<file path="src/rtl/if_stage.sv">
// rtl/if_stage.sv - instruction fetch stage: one outstanding imem request, one-entry skid buffer, redirect handling
// Define IF_DELAY_SLOT_EN to deliver one sequential instruction after a taken branch before the target.
module if_stage (
    input  logic        clk,
    input  logic        rst,
    input  logic        stall_i,
    input  logic        branch_flag_i,
    input  logic [31:0] branch_target_i,
    output logic        imem_req_o,
    output logic [31:0] imem_addr_o,
    input  logic        imem_ack_i,
    input  logic [31:0] imem_rdata_i,
    output logic [31:0] pc_o,
    output logic [31:0] inst_o,
    output logic        valid_o
);

`ifdef IF_DELAY_SLOT_EN
    localparam logic DELAY_SLOT = 1'b1;
`else
    localparam logic DELAY_SLOT = 1'b0;
`endif

    typedef enum logic [1:0] {
        S_FETCH = 2'd0,
        S_HOLD  = 2'd1,
        S_WAIT  = 2'd2
    } state_t;

    state_t      state_q, state_d;
    logic        req_q, req_d;
    logic [31:0] addr_q, addr_d;
    logic [31:0] pc_q, pc_d;
    logic [31:0] inst_q, inst_d;
    logic        valid_q, valid_d;
    logic [31:0] buf_pc_q, buf_pc_d;
    logic [31:0] buf_inst_q, buf_inst_d;
    logic [31:0] tgt_q, tgt_d;
    logic        keep_q, keep_d;

    logic        ack;
    logic        consume;
    logic        take;
    logic [31:0] target;

    assign ack     = req_q & imem_ack_i;
    assign consume = valid_q & ~stall_i;
    assign take    = consume & branch_flag_i;
    assign target  = branch_target_i & 32'hFFFF_FFFC;

    always_comb begin
        state_d    = state_q;
        req_d      = req_q;
        addr_d     = addr_q;
        pc_d       = pc_q;
        inst_d     = inst_q;
        valid_d    = valid_q;
        buf_pc_d   = buf_pc_q;
        buf_inst_d = buf_inst_q;
        tgt_d      = tgt_q;
        keep_d     = keep_q;

        if (consume) begin
            valid_d = 1'b0;
        end

        case (state_q)
            S_FETCH: begin
                if (take) begin
                    if (ack) begin
                        // The word landing now is branch PC+4: the delay slot, or stale.
                        if (DELAY_SLOT) begin
                            pc_d    = addr_q;
                            inst_d  = imem_rdata_i;
                            valid_d = 1'b1;
                        end
                        addr_d = target;
                        req_d  = 1'b1;
                    end else if (req_q) begin
                        // Issued requests cannot be cancelled; park the target until the ack.
                        state_d = S_WAIT;
                        tgt_d   = target;
                        keep_d  = DELAY_SLOT;
                    end else begin
                        addr_d = target;
                        req_d  = 1'b1;
                    end
                end else begin
                    req_d = 1'b1;
                    if (ack) begin
                        addr_d = addr_q + 32'd4;
                        if (!valid_q || !stall_i) begin
                            pc_d    = addr_q;
                            inst_d  = imem_rdata_i;
                            valid_d = 1'b1;
                        end else begin
                            buf_pc_d   = addr_q;
                            buf_inst_d = imem_rdata_i;
                            req_d      = 1'b0;
                            state_d    = S_HOLD;
                        end
                    end
                end
            end
            S_HOLD: begin
                if (!stall_i) begin
                    pc_d    = buf_pc_q;
                    inst_d  = buf_inst_q;
                    valid_d = 1'b1;
                    req_d   = 1'b1;
                    state_d = S_FETCH;
                    if (take) begin
                        if (!DELAY_SLOT) begin
                            valid_d = 1'b0;
                        end
                        addr_d = target;
                    end
                end
            end
            S_WAIT: begin
                if (ack) begin
                    if (keep_q) begin
                        pc_d    = addr_q;
                        inst_d  = imem_rdata_i;
                        valid_d = 1'b1;
                    end
                    addr_d  = tgt_q;
                    req_d   = 1'b1;
                    keep_d  = 1'b0;
                    state_d = S_FETCH;
                end
            end
            default: begin
                state_d = S_FETCH;
            end
        endcase
    end

    always_ff @(posedge clk) begin
        if (!rst) begin
            state_q    <= S_FETCH;
            req_q      <= 1'b0;
            addr_q     <= 32'h0;
            pc_q       <= 32'h0;
            inst_q     <= 32'h0;
            valid_q    <= 1'b0;
            buf_pc_q   <= 32'h0;
            buf_inst_q <= 32'h0;
            tgt_q      <= 32'h0;
            keep_q     <= 1'b0;
        end else begin
            state_q    <= state_d;
            req_q      <= req_d;
            addr_q     <= addr_d;
            pc_q       <= pc_d;
            inst_q     <= inst_d;
            valid_q    <= valid_d;
            buf_pc_q   <= buf_pc_d;
            buf_inst_q <= buf_inst_d;
            tgt_q      <= tgt_d;
            keep_q     <= keep_d;
        end
    end

    assign imem_req_o  = req_q;
    assign imem_addr_o = addr_q;
    assign pc_o        = pc_q;
    assign inst_o      = inst_q;
    assign valid_o     = valid_q;

endmodule

</file>
<file path="config.mk">
export PLATFORM = sky130hd
export DESIGN_NAME = if_stage
export DESIGN_NICKNAME = d
export VERILOG_FILES = /design/src/rtl/if_stage.sv
export SDC_FILE = /design/constraint.sdc
export NUM_CORES = 1
export LEC_CHECK = 0
export ABC_CLOCK_PERIOD_IN_PS = 6200
export CORE_MARGIN = 10
export CORE_UTILIZATION = 55
export CTS_CLUSTER_SIZE = 16
export DETAILED_ROUTE_END_ITERATION = 10
export GPL_TIMING_DRIVEN = 1
export PLACE_DENSITY = 0.84
export SKIP_LAST_GASP = 1
export SLEW_MARGIN = 5
export SYNTH_ARGS = -nofsm -noshare
export SYNTH_HDL_FRONTEND = slang
export SYNTH_SLANG_ARGS = --single-unit
</file>
<file path="constraint.sdc">
create_clock -name clk -period 6.2 [get_ports clk]
set_input_delay 1.55 -clock clk [delete_from_list [all_inputs] [get_ports clk]]
set_output_delay 1.55 -clock clk [all_outputs]
set_load 0.02 [all_outputs]
</file>
# Yosys cells after proc, flatten, opt, wreduce, memory -nomap -nowiden
# Cells that the tools add are included.
# totals
inputBits	69
wordCells	98
regBits	195
out_inout_bits	98
# classes
reduce_logical	13
muxes	50
bitwise_logic	7
addsub	1
eq_ne	17
# ops
operator	n
two-way mux 32 bit	19
case mux 32 bit (3 select lines)	3
adder 32 x 3 -> 32 bit (second input constant)	1
inequality test 2 bit (second input constant)	10
two-way mux 1 bit	17
inequality test 3 bit (second input constant)	5
two-way mux 2 bit	7
AND reduction 6 bit	2
AND reduction 4 bit	2
AND reduction 7 bit	1
case mux 1 bit (3 select lines)	2
case mux 2 bit (3 select lines)	1
AND reduction 5 bit	1
inverter 1 bit	4
AND 1 bit	3
AND reduction 3 bit	1
nonzero test 3 bit	1
== test 2 x 1 -> 1 bit (second input constant)	1
== test 2 bit (second input constant)	1
zero test 1 bit	2
zero test 2 bit	1
case mux 1 bit (2 select lines)	1
nonzero test 2 bit	1
logical OR 1 bit	1

# Longest topological paths before layout
# Gate-level depths: netlist of the first run.
# logic_depth
depth_word	7
depth_mapped	9
ltp_nobuf	7

# Worst setup path before layout of the first run
# OpenSTA, ideal clock, no wires.
# synth_path
path_kind	input to register
start	input port stall_i
end	register addr_q[31], in the netlist imem_addr_o[31]
required_time_ns	6.126
path_stages	6
n_path_buf	1
setup_slack_ns	3.079
setup_ns	0.074
arrival_time_ns	3.046
cell_sequence	nand3b_1 -> clkbuf_1 -> o21a_1 -> a221o_1 -> or4_1 -> a31oi_1
# synth_between
elab_chain_cells	5
word_cells_on_any_way	9
cone_classes	eq/ne (3); mux (2); bitwise (3); reduce/logical (1)
# synth_lines
item	line_no	source
start, declared	6	input logic stall_i,
inverter 1 bit	47	assign consume = valid_q & ~stall_i;
AND 1 bit	47	
AND 1 bit	48	assign take = consume & branch_flag_i;
inequality test 3 bit (no source line) (tied with other cells)	n/a	
AND reduction 6 bit (no source line) or case mux 32 bit (3 select lines) (tied branches)	n/a	
end signal, assigned	154	addr_q <= addr_d;
end, declared	32	logic [31:0] addr_q, addr_d;
# Parallel ways exist; a longest one is shown, timed or not.
# A chain may end at the register's enable or synchronous reset.

# Final worst setup path of the first run
# layout_path
start	input port stall_i
end	register inst_q[19], in the netlist inst_o[19]
# layout_between
elab_chain_cells	5
word_cells_on_any_way	9
cone_classes	eq/ne (3); bitwise (3); reduce/logical (3)
# layout_lines
item	line_no	source
inverter 1 bit	47	
AND 1 bit	47	
AND 1 bit	48	
inequality test 2 bit (no source line)	n/a	
AND reduction 7 bit (no source line) (*)	n/a	
end signal, assigned	156	inst_q <= inst_d;
end, declared	34	logic [31:0] inst_q, inst_d;
# Mark *: on every way between the ends. The rest lies on a longest branch, timed or not.

==> results_dict.tcl, run 1 <==
set metrics [dict create \
    status "complete, no violations" \
    finish.utilization 0.714 \
    cts_hold_buffers 0 \
    wire_per_inst_um 17.6 \
    fill_cells 1155 \
    setup_viol 0 \
    final_layout_size_suffix_gt1_frac 0.0451 \
    grt_pass1_wl_um 36600 \
    io_pins 167 \
    final_nets 1193 \
    vdd_drop_max_uv 313 \
    grt_pass1_vias 6949 \
    tightest_slew_ps 1150 \
    drc 0 \
    path_clk_slew_ps 70 \
    finalHoldViolations 0 \
    rr_startpoint "state_q[0]$_SDFFE_PN0P_" \
    crit_chain "clkdlybuf4s50_1, and3b_1, o31a_1, nor3_4, buf_4, nor2_1, a211oi_1" \
    cts-root-buf "clkbuf_16" \
    arrival_ps 4330 \
    hold_ws_ps 453 \
    cts_setup_buffers 0 \
    antenna_found_initial 0 \
    die_area_mm2 0.0205 \
    p_per_area_mw_per_mm2 468 \
    ys_warn_count 0 \
    diodes 0 \
    fp.dieW_um 143 \
    power_mw 4.92 \
    post_synth.cell_area_avg_um2 8.18 \
    gp_congestion 0.973 \
    port_buffers 160 \
    clockBufferDepth 2 \
    dp_hpwl_um 15500 \
    htree_num_levels 4 \
    cp_max_fo 28 \
    endpoint_kind "register" \
    tns_ps 0 \
    via_per_inst 5.93 \
    fin_skew_ps 8.19 \
    numCtsBuffers 17 \
    detail-route-antenna-nets 0 \
    grt_usage 0.218 \
    drt_iter0_drc 804 \
    cap_violations 0 \
    worstHoldStart "buf_pc_q[9]$_SDFFE_PN0P_" \
    critical_path_class "input pin to register" \
    slew_violations 0 \
    min_path_cells 2 \
    syn-instance-count 1021 \
    slew_headroom 0.232 \
    vias 7796 \
    cp_data_required_time_ps 6540 \
    yosysUniqueCellTypes 58 \
    hp-class "register to register" \
    cts_resized 0 \
    numClockSinks 188 \
    cts_tree "built" \
    firstDrtPassIters 5 \
    clkLatencyLatePin_ps 430 \
    fmax_mhz 251 \
    cp_slowest_cell "nor3_4" \
    area_growth_syn_to_layout_pct 25.8 \
    fin_crit_sh 0.643 \
    cp-start-kind "input pin" \
    stdcell_count 1315 \
    grt_max_degree 79 \
    ys_ff_latch 188 \
    netlist_area_mm2 0.00835 \
    yosysSeqAreaShare 0.451 \
    core_mm2 0.0147 \
    async_reset_ff_frac 0 \
    rr_worst_depth 7 \
    synth_flop_cell "dfxtp_1" \
    leakage_nw 3.47 \
    rows 44 \
    die_h_um 143 \
    slowest_delay_ps 800 \
    start_util 0.568 \
    synth-edff-count 0 \
    cp-startpoint "stall_i" \
    fin_crit_ps 3990 \
    place_inst 1284 \
    finalWirelength_um 23200 \
    rsz0062_at_grt "false" \
    overflow 0 \
]
area by class of cell:
type	instances	area, um^2	area share
clock buffers	21	440	0.0419
clock inverters	10	96.3	0.00918
inverters	8	32.5	0.00310
multi-input cells	729	4200	0.400
flip-flops and latches	188	3760	0.358
well taps	184	230	0.0219
repair buffers	175	1740	0.166
cell usage in the layout, fill, tap and decap left out, drive strengths merged, types with 2 or more instances in the layout:
cell type      count
a211oi            65
a21oi            119
a221o              2
a221oi             2
a222oi             5
a22o              17
a22oi              8
a31oi             12
a32o               4
and2               6
and3              10
and4               5
buf               15
clkbuf            21
clkdlybuf4s50    160
clkinv             5
clkinvlp           4
conb               4
dfxtp            188
ha                 5
inv                8
mux2i             60
nand2            211
nand2b             2
nand3             21
nand3b             2
nand4              8
nor2              80
nor3               8
nor4               4
o2111ai            2
o211a              4
o211ai            13
o21a               2
o21ai             25
o32ai              3
o41ai              2
worst paths after layout:
| kind | endpoint | slack (ps) |
|---|---|---|
| setup / recovery | inst_o[19]$_SDFFE_PN0P_ | 2210 |
| hold / removal | buf_pc_q[9]$_SDFFE_PN0P_ | 450 |
| setup reg to reg | inst_o[19]$_SDFFE_PN0P_ | 3250 |
| hold reg to reg | buf_pc_q[9]$_SDFFE_PN0P_ | 450 |
cells by family (layout without fill, tap and decap cells):
logic type / Yosys count / count (layout) / share of synthesized area
compound gates: 293 / 293 / 0.228
xor+xnor: 2 / 2 / 0.00210
fa+ha+maj: 5 / 5 / 0.00750
buf+inv: 107 / 214 / 0.0522
flops: 188 / 188 / 0.451
mux: 60 / 60 / 0.0720
other cells: 1 / 4 / 0.000449
simple gates: 365 / 365 / 0.186
flip-flops by register name (all words and copies together), names as in the netlist:
| name | flops |
|---|---|
| inst_o | 32 |
| imem_req_o | 1 |
| buf_inst_q | 32 |
| state_q | 2 |
| valid_o | 1 |
| imem_addr_o | 30 |
| tgt_q | 30 |
| buf_pc_q | 30 |
| pc_o | 30 |
critical path: cells and delay by family:
kind	cells	cell delay, ps
buffers and inverters	2	1040
AOI/OAI and AO/OA	2	550
and+or+nand+nor	3	1170
per-layer routing:
layer	vias to the layer above	global-route usage	routed length, um
met3	29	0.0547	1930
met4	0	0.0695	365
met5	-	0	0
met1	3626	0.289	10100
met2	309	0.339	10800
li1	3832	-	-
cell usage after synthesis (4+ instances only):
cell      number  area, um^2
o21ai_0       24         120
a222oi_1       5        50.1
nor2_1        80         300
a21oi_1      119         596
inv_1          7        26.3
nand3_1       21         105
a31oi_1       12        75.1
o211a_1        4        40.0
buf_2         15        75.1
nor3_1         7        35.0
nand2_1      210         788
a22oi_1        8        60.1
nand4_1        8        50.1
nor4_1         4        25.0
dfxtp_1      188        3760
buf_4          4        30.0
mux2i_1       60         601
clkbuf_1      77         289
a32o_1         4        40.0
a22o_1        17         149
ha_1           5        62.6
o211ai_1      13        97.6
and2_1         6        37.5
and4_1         5        43.8
and3_1        10        62.6
a211oi_1      65         488
metrics by stage:
step / instance area, um^2 / setup slack [ps]
finish: 10500 / 2210
global route: 10500 / 1980
CTS: 10500 / 2230
detailed placement: 9960 / 1810
global placement: 9960 / 1890
floorplan: 8360 / 3080
report_power, final:
group | leakage [nW] | total (mW) | internal, mW | switching, mW
clock | 0.249 | 1.01 | 0.551 | 0.460
combinational | 1.69 | 2.25 | 0.937 | 1.31
sequential | 1.53 | 1.65 | 1.45 | 0.200
total | 3.47 | 4.92 | 2.94 | 1.97
Power figures use the tool's default switching activity.
==> run 2, diff against run 1 <==
--- a/config.mk
+++ b/config.mk
@@ -5,13 +5,13 @@
 export SDC_FILE = /design/constraint.sdc
 export NUM_CORES = 1
 export LEC_CHECK = 0
-export ABC_CLOCK_PERIOD_IN_PS = 6200
+export ABC_CLOCK_PERIOD_IN_PS = 3600
 export CORE_MARGIN = 10
-export CORE_UTILIZATION = 55
+export CORE_UTILIZATION = 47
 export CTS_CLUSTER_SIZE = 16
 export DETAILED_ROUTE_END_ITERATION = 10
 export GPL_TIMING_DRIVEN = 1
-export PLACE_DENSITY = 0.84
+export PLACE_DENSITY = 0.77
 export SKIP_LAST_GASP = 1
 export SLEW_MARGIN = 5
 export SYNTH_ARGS = -nofsm -noshare
==> constraint.sdc (replaced) <==
create_clock -name clk -period 3.6 [get_ports clk]
set_input_delay 0.9 -clock clk [delete_from_list [all_inputs] [get_ports clk]]
set_output_delay 0.9 -clock clk [all_outputs]
set_load 0.02 [all_outputs]
==> results_dict.tcl, run 2 (synthesis results as in run 1) <==
set metrics [dict create \
    critical_path_class "input pin to register" \
    switchingPower_mw 3.47 \
    status "complete, no violations" \
    crit_family "compound AO/OA/AOI/OAI gates" \
    fin_skew_ps 5.20 \
    grt_max_degree 73 \
    grt_usage 0.196 \
    firstDrtPassIters 6 \
    endpoint_kind "register" \
    slew_violations 0 \
    gp_congestion 0.858 \
    cts_hold_buffers 0 \
    slew_headroom 0.459 \
    fin_crit_ps 2790 \
    cp_data_required_time_ps 3970 \
    cts-root-buf "clkbuf_16" \
    start_util 0.481 \
    cp-start-kind "input pin" \
    clkLatencyLatePin_ps 430 \
    tns_ps 0 \
    rr_endpoint "imem_addr_o[16]$_SDFFE_PN0P_" \
    final_nets 1204 \
    cts_setup_buffers 0 \
    overflow 0 \
    final_cell_mix "nand2_1, dfxtp_1, clkdlybuf4s50_1" \
    cts_tree "built" \
    ff2ff_setup_slack_ps 900 \
    via_per_inst 5.67 \
    dp_hpwl_um 16300 \
    clockBufferDepth 2 \
    cp_slowest_cell "clkdlybuf4s50_1" \
    fmax_mhz 358 \
    hp-class "register to register" \
    setup_viol 0 \
    slowest_delay_ps 560 \
    core_mm2 0.0174 \
    leakage_nw 3.56 \
    io_pins 167 \
    switching_share 0.398 \
    grt_pass1_wl_um 38400 \
    cp_max_fo 16 \
    intPower_mw 5.25 \
    antenna_found_initial 0 \
    die_area_mm2 0.0235 \
    htree_num_levels 4 \
    power.share.sequential 0.327 \
    top_layer "met4" \
    port_buffers 160 \
    die_h_um 153 \
    p_per_area_mw_per_mm2 814 \
    grt_pass1_vias 7105 \
    arrival_ps 3170 \
    rr_startpoint "state_q[1]$_SDFFE_PN0P_" \
    crit_path_frequent_cell "a221o_1" \
    rsz0062_at_grt "false" \
    path_clk_slew_ps 70 \
    numCtsBuffers 17 \
    finalWirelength_um 23900 \
    tightest_slew_ps 812 \
    fp.dieW_um 153 \
    combPwrFrac 0.462 \
    wl_met1_um 10600 \
    cts_resized 0 \
    clock_power_share 0.211 \
    path_buf_inv 2 \
    power_mw 8.71 \
    numClockSinks 188 \
    drt_iter0_drc 627 \
    final_layout_size_suffix_gt1_frac 0.0577 \
    drc 0 \
    hold_ws_ps 453 \
    wl_met3_um 1690 \
    vdd_drop_max_uv 481 \
    vias 7762 \
    final_common_cell "nand2_1" \
    whs_endpoint "tgt_q[11]$_SDFFE_PN0P_" \
    worstHoldStart "tgt_q[11]$_SDFFE_PN0P_" \
    fin_crit_sh 0.776 \
    detail-route-antenna-nets 0 \
    finalHoldViolations 0 \
    cap_violations 0 \
    wl_met2_um 11100 \
    rr_worst_depth 7 \
    rows 48 \
    wire_per_inst_um 17.5 \
    crit_chain "clkdlybuf4s50_1, nand2_2, a221o_1, a221o_1, buf_4, nor2_1, a32o_1" \
    min_path_cells 2 \
    area_growth_syn_to_layout_pct 28.3 \
    fill_cells 1556 \
    diodes 0 \
]
==> run 2: cell count changes in the layout (fill, tap and decap cells not counted) <==
cell	previous run	this run
buf_4	13	21
buf_12	2	5
clkinvlp_4	4	2
clkbuf_1	4	1
bufinv_16	1	2
clkinv_4	3	2
clkinv_2	2	5
inv_6	0	3
==> run 2: power by group through the flow <==
stage	Clock (mW)	Combinational, mW	Sequential [mW]
global route	1.95	4.37	2.91
detailed placement	0	4.04	2.89
global placement	0	3.99	2.87
floorplan	0	2.08	3.25
CTS	1.87	4.05	2.84
finish	1.84	4.03	2.85
==> run 2: through the flow <==
| stage | std cells | area [um^2] | util | setup WS (ps) |
|---|---|---|---|---|
| after CTS | 1368 | 10700 | 0.617 | 835 |
| after global placement | 1336 | 10100 | 0.584 | 408 |
| after detailed placement | 1336 | 10100 | 0.584 | 392 |
| final | 1368 | 10700 | 0.617 | 805 |
| after floorplan | 1024 | 8360 | - | 1130 |
| after global routing | 1368 | 10700 | 0.617 | 657 |
==> run 2: layout make-up <==
class | instances | area, um^2 | area share
multi-input cells | 729 | 4200 | 0.392
flip-flops and latches | 188 | 3760 | 0.352
repair buffers | 186 | 1860 | 0.174
clock buffers | 18 | 429 | 0.0401
well taps | 225 | 282 | 0.0263
clock inverters | 14 | 144 | 0.0134
inverters | 8 | 32.5 | 0.00304
==> run 2: worst max-delay path by stage <==
stage | start | endpoint | slack [ps] | cells past startpoint
floorplan | stall_i | imem_addr_o[31]$_SDFFE_PN0P_ | 1130 | 6
global placement | imem_ack_i | imem_addr_o[19]$_SDFFE_PN0P_ | 410 | 7
detailed placement | imem_ack_i | imem_addr_o[31]$_SDFFE_PN0P_ | 390 | 6
CTS | imem_ack_i | imem_addr_o[31]$_SDFFE_PN0P_ | 840 | 6
global route | stall_i | pc_o[25]$_SDFFE_PN0P_ | 660 | 8
finish | imem_ack_i | imem_addr_o[16]$_SDFFE_PN0P_ | 810 | 7
==> run 2: tightest hold or removal path, cell delays in order (launching register included) <==
cell,delay (ps)
dfxtp_1,310
nand2_1,50
a21oi_1,50
==> run 2: layer usage <==
layer / up-vias / GRT usage
met3: 31 / 0.0446
met4: 0 / 0.0590
met5: - / 0
met2: 267 / 0.312
met1: 3622 / 0.257
li1: 3842 / -
==> run 3, diff against run 2 <==
--- a/config.mk
+++ b/config.mk
@@ -5,13 +5,13 @@
 export SDC_FILE = /design/constraint.sdc
 export NUM_CORES = 1
 export LEC_CHECK = 0
-export ABC_CLOCK_PERIOD_IN_PS = 3600
+export ABC_CLOCK_PERIOD_IN_PS = 2700
 export CORE_MARGIN = 10
-export CORE_UTILIZATION = 47
+export CORE_UTILIZATION = 52
 export CTS_CLUSTER_SIZE = 16
 export DETAILED_ROUTE_END_ITERATION = 10
 export GPL_TIMING_DRIVEN = 1
-export PLACE_DENSITY = 0.77
+export PLACE_DENSITY = 0.8
 export SKIP_LAST_GASP = 1
 export SLEW_MARGIN = 5
 export SYNTH_ARGS = -nofsm -noshare
==> constraint.sdc (replaced) <==
create_clock -name clk -period 2.7 [get_ports clk]
set_input_delay 0.675 -clock clk [delete_from_list [all_inputs] [get_ports clk]]
set_output_delay 0.675 -clock clk [all_outputs]
set_load 0.02 [all_outputs]
==> results_dict.tcl, run 3 (synthesis results as in run 1) <==
set metrics [dict create \
    rsz0062_at_grt "false" \
    die_area_mm2 0.0215 \
    finalWirelength_um 24100 \
    slew_headroom 0.346 \
    cts_setup_buffers 0 \
    overflow 0 \
    fin_crit_ps 2480 \
    io_pins 167 \
    switching_share 0.385 \
    place_inst 1354 \
    stdcell_count 1385 \
    fill_cells 1261 \
    cp_max_fo 11 \
    arrival_ps 1800 \
    antenna_found_initial 0 \
    drt_iter0_drc 869 \
    cp-start-kind "register" \
    fp.dieW_um 147 \
    setup_viol 0 \
    p_per_area_mw_per_mm2 1110 \
    final_layout_size_suffix_gt1_frac 0.0796 \
    fin_skew_ps 7.52 \
    core_mm2 0.0158 \
    grt_usage 0.216 \
    cts-root-buf "clkbuf_16" \
    wire_per_inst_um 17.4 \
    drc 0 \
    numClockSinks 188 \
    status "complete, no violations" \
    area_growth_syn_to_layout_pct 32.4 \
    port_buffers 160 \
    cap_violations 0 \
    final_cell_mix "nand2_1, dfxtp_1, clkdlybuf4s50_1" \
    hp-class "register to register" \
    dp_hpwl_um 16600 \
    final_common_cell "nand2_1" \
    worstHoldStart "tgt_q[29]$_SDFFE_PN0P_" \
    cp-startpoint "imem_addr_o[6]$_SDFFE_PN0P_" \
    fmax_mhz 403 \
    register_area_mm2 0.00376 \
    intPower_mw 7.52 \
    diodes 0 \
    combPwrFrac 0.474 \
    slowest_delay_ps 760 \
    rows 46 \
    crit_chain "clkdlybuf4s50_1" \
    power_mw 12.2 \
    cts_tree "built" \
    start_util 0.527 \
    leakage_nw 3.76 \
    cts_resized 0 \
    critical_path_class "register to output pin" \
    final_nets 1231 \
    finalHoldViolations 0 \
    tightest_slew_ps 981 \
    path_clk_slew_ps 60 \
    fin_crit_sh 0.918 \
    finish.utilization 0.698 \
    grt_max_degree 63 \
    switchingPower_mw 4.71 \
    power.share.sequential 0.305 \
    detail-route-antenna-nets 0 \
    slew_violations 0 \
    cp_data_required_time_ps 2030 \
    grt_pass1_wl_um 38700 \
    clockBufferDepth 2 \
    cts_hold_buffers 0 \
    rr_startpoint "state_q[1]$_SDFFE_PN0P_" \
    via_per_inst 5.73 \
    die_h_um 147 \
    vdd_drop_max_uv 682 \
    grt_pass1_vias 7353 \
    multi_input_comb_area_mm2 0.00420 \
    tns_ps 0 \
    firstDrtPassIters 8 \
    gp_congestion 0.896 \
    htree_num_levels 4 \
    cp_slowest_cell "clkdlybuf4s50_1" \
    hold_ws_ps 453 \
    path_buf_inv 1 \
    crit_family "buffers and inverters" \
    endpoint_kind "output pin" \
    vias 7940 \
    clock_power_share 0.221 \
    clkLatencyLatePin_ps 430 \
    numCtsBuffers 17 \
]
[run 3: path summary, 6_finish.rpt]
kind / to / cells past startpoint / slack (ps)
setup / recovery: imem_addr_o[6] / 1 / 220
hold / removal: tgt_q[29]$_SDFFE_PN0P_ / 2 / 450
setup reg to reg: imem_addr_o[31]$_SDFFE_PN0P_ / 7 / 350
hold reg to reg: tgt_q[29]$_SDFFE_PN0P_ / 2 / 450
[run 3: layer usage]
layer	up-vias	part of all wire	GRT usage
met5	-	0	0
met3	36	0.085	0.0565
met4	0	0.014	0.0646
li1	3898	-	-
met1	3696	0.43	0.281
met2	310	0.48	0.343
[run 3: area by class of cell]
type,instances,share of cell area
clock buffer,19,0.0410
clock inverter,12,0.0165
inverter,8,0.00294
multi-input combinational,729,0.380
sequential,188,0.341
tap,216,0.0245
timing repair buffer,213,0.195
[run 3: tightest hold or removal path: cells and delay by family (launching register included)]
kind / cells / cell delay, ps
and+or+nand+nor: 1 / 50
AOI/OAI and AO/OA: 1 / 50
DFF: 1 / 310
[run 3: stage by stage]
step	worst slack, ps	cell area, um^2
after floorplan	454	8360
after global placement	-7.24	10400
after detailed placement	-75.9	10400
after CTS	264	11000
after global routing	175	11000
final	220	11000
[run 3: power groups by stage]
| stage | registers, mW | logic [mW] | clock network, mW |
|---|---|---|---|
| after floorplan | 4.33 | 2.77 | 0 |
| after global placement | 3.76 | 5.68 | 0 |
| after detailed placement | 3.78 | 5.75 | 0 |
| after CTS | 3.72 | 5.80 | 2.73 |
| after global routing | 3.80 | 6.26 | 2.84 |
| final | 3.73 | 5.80 | 2.70 |
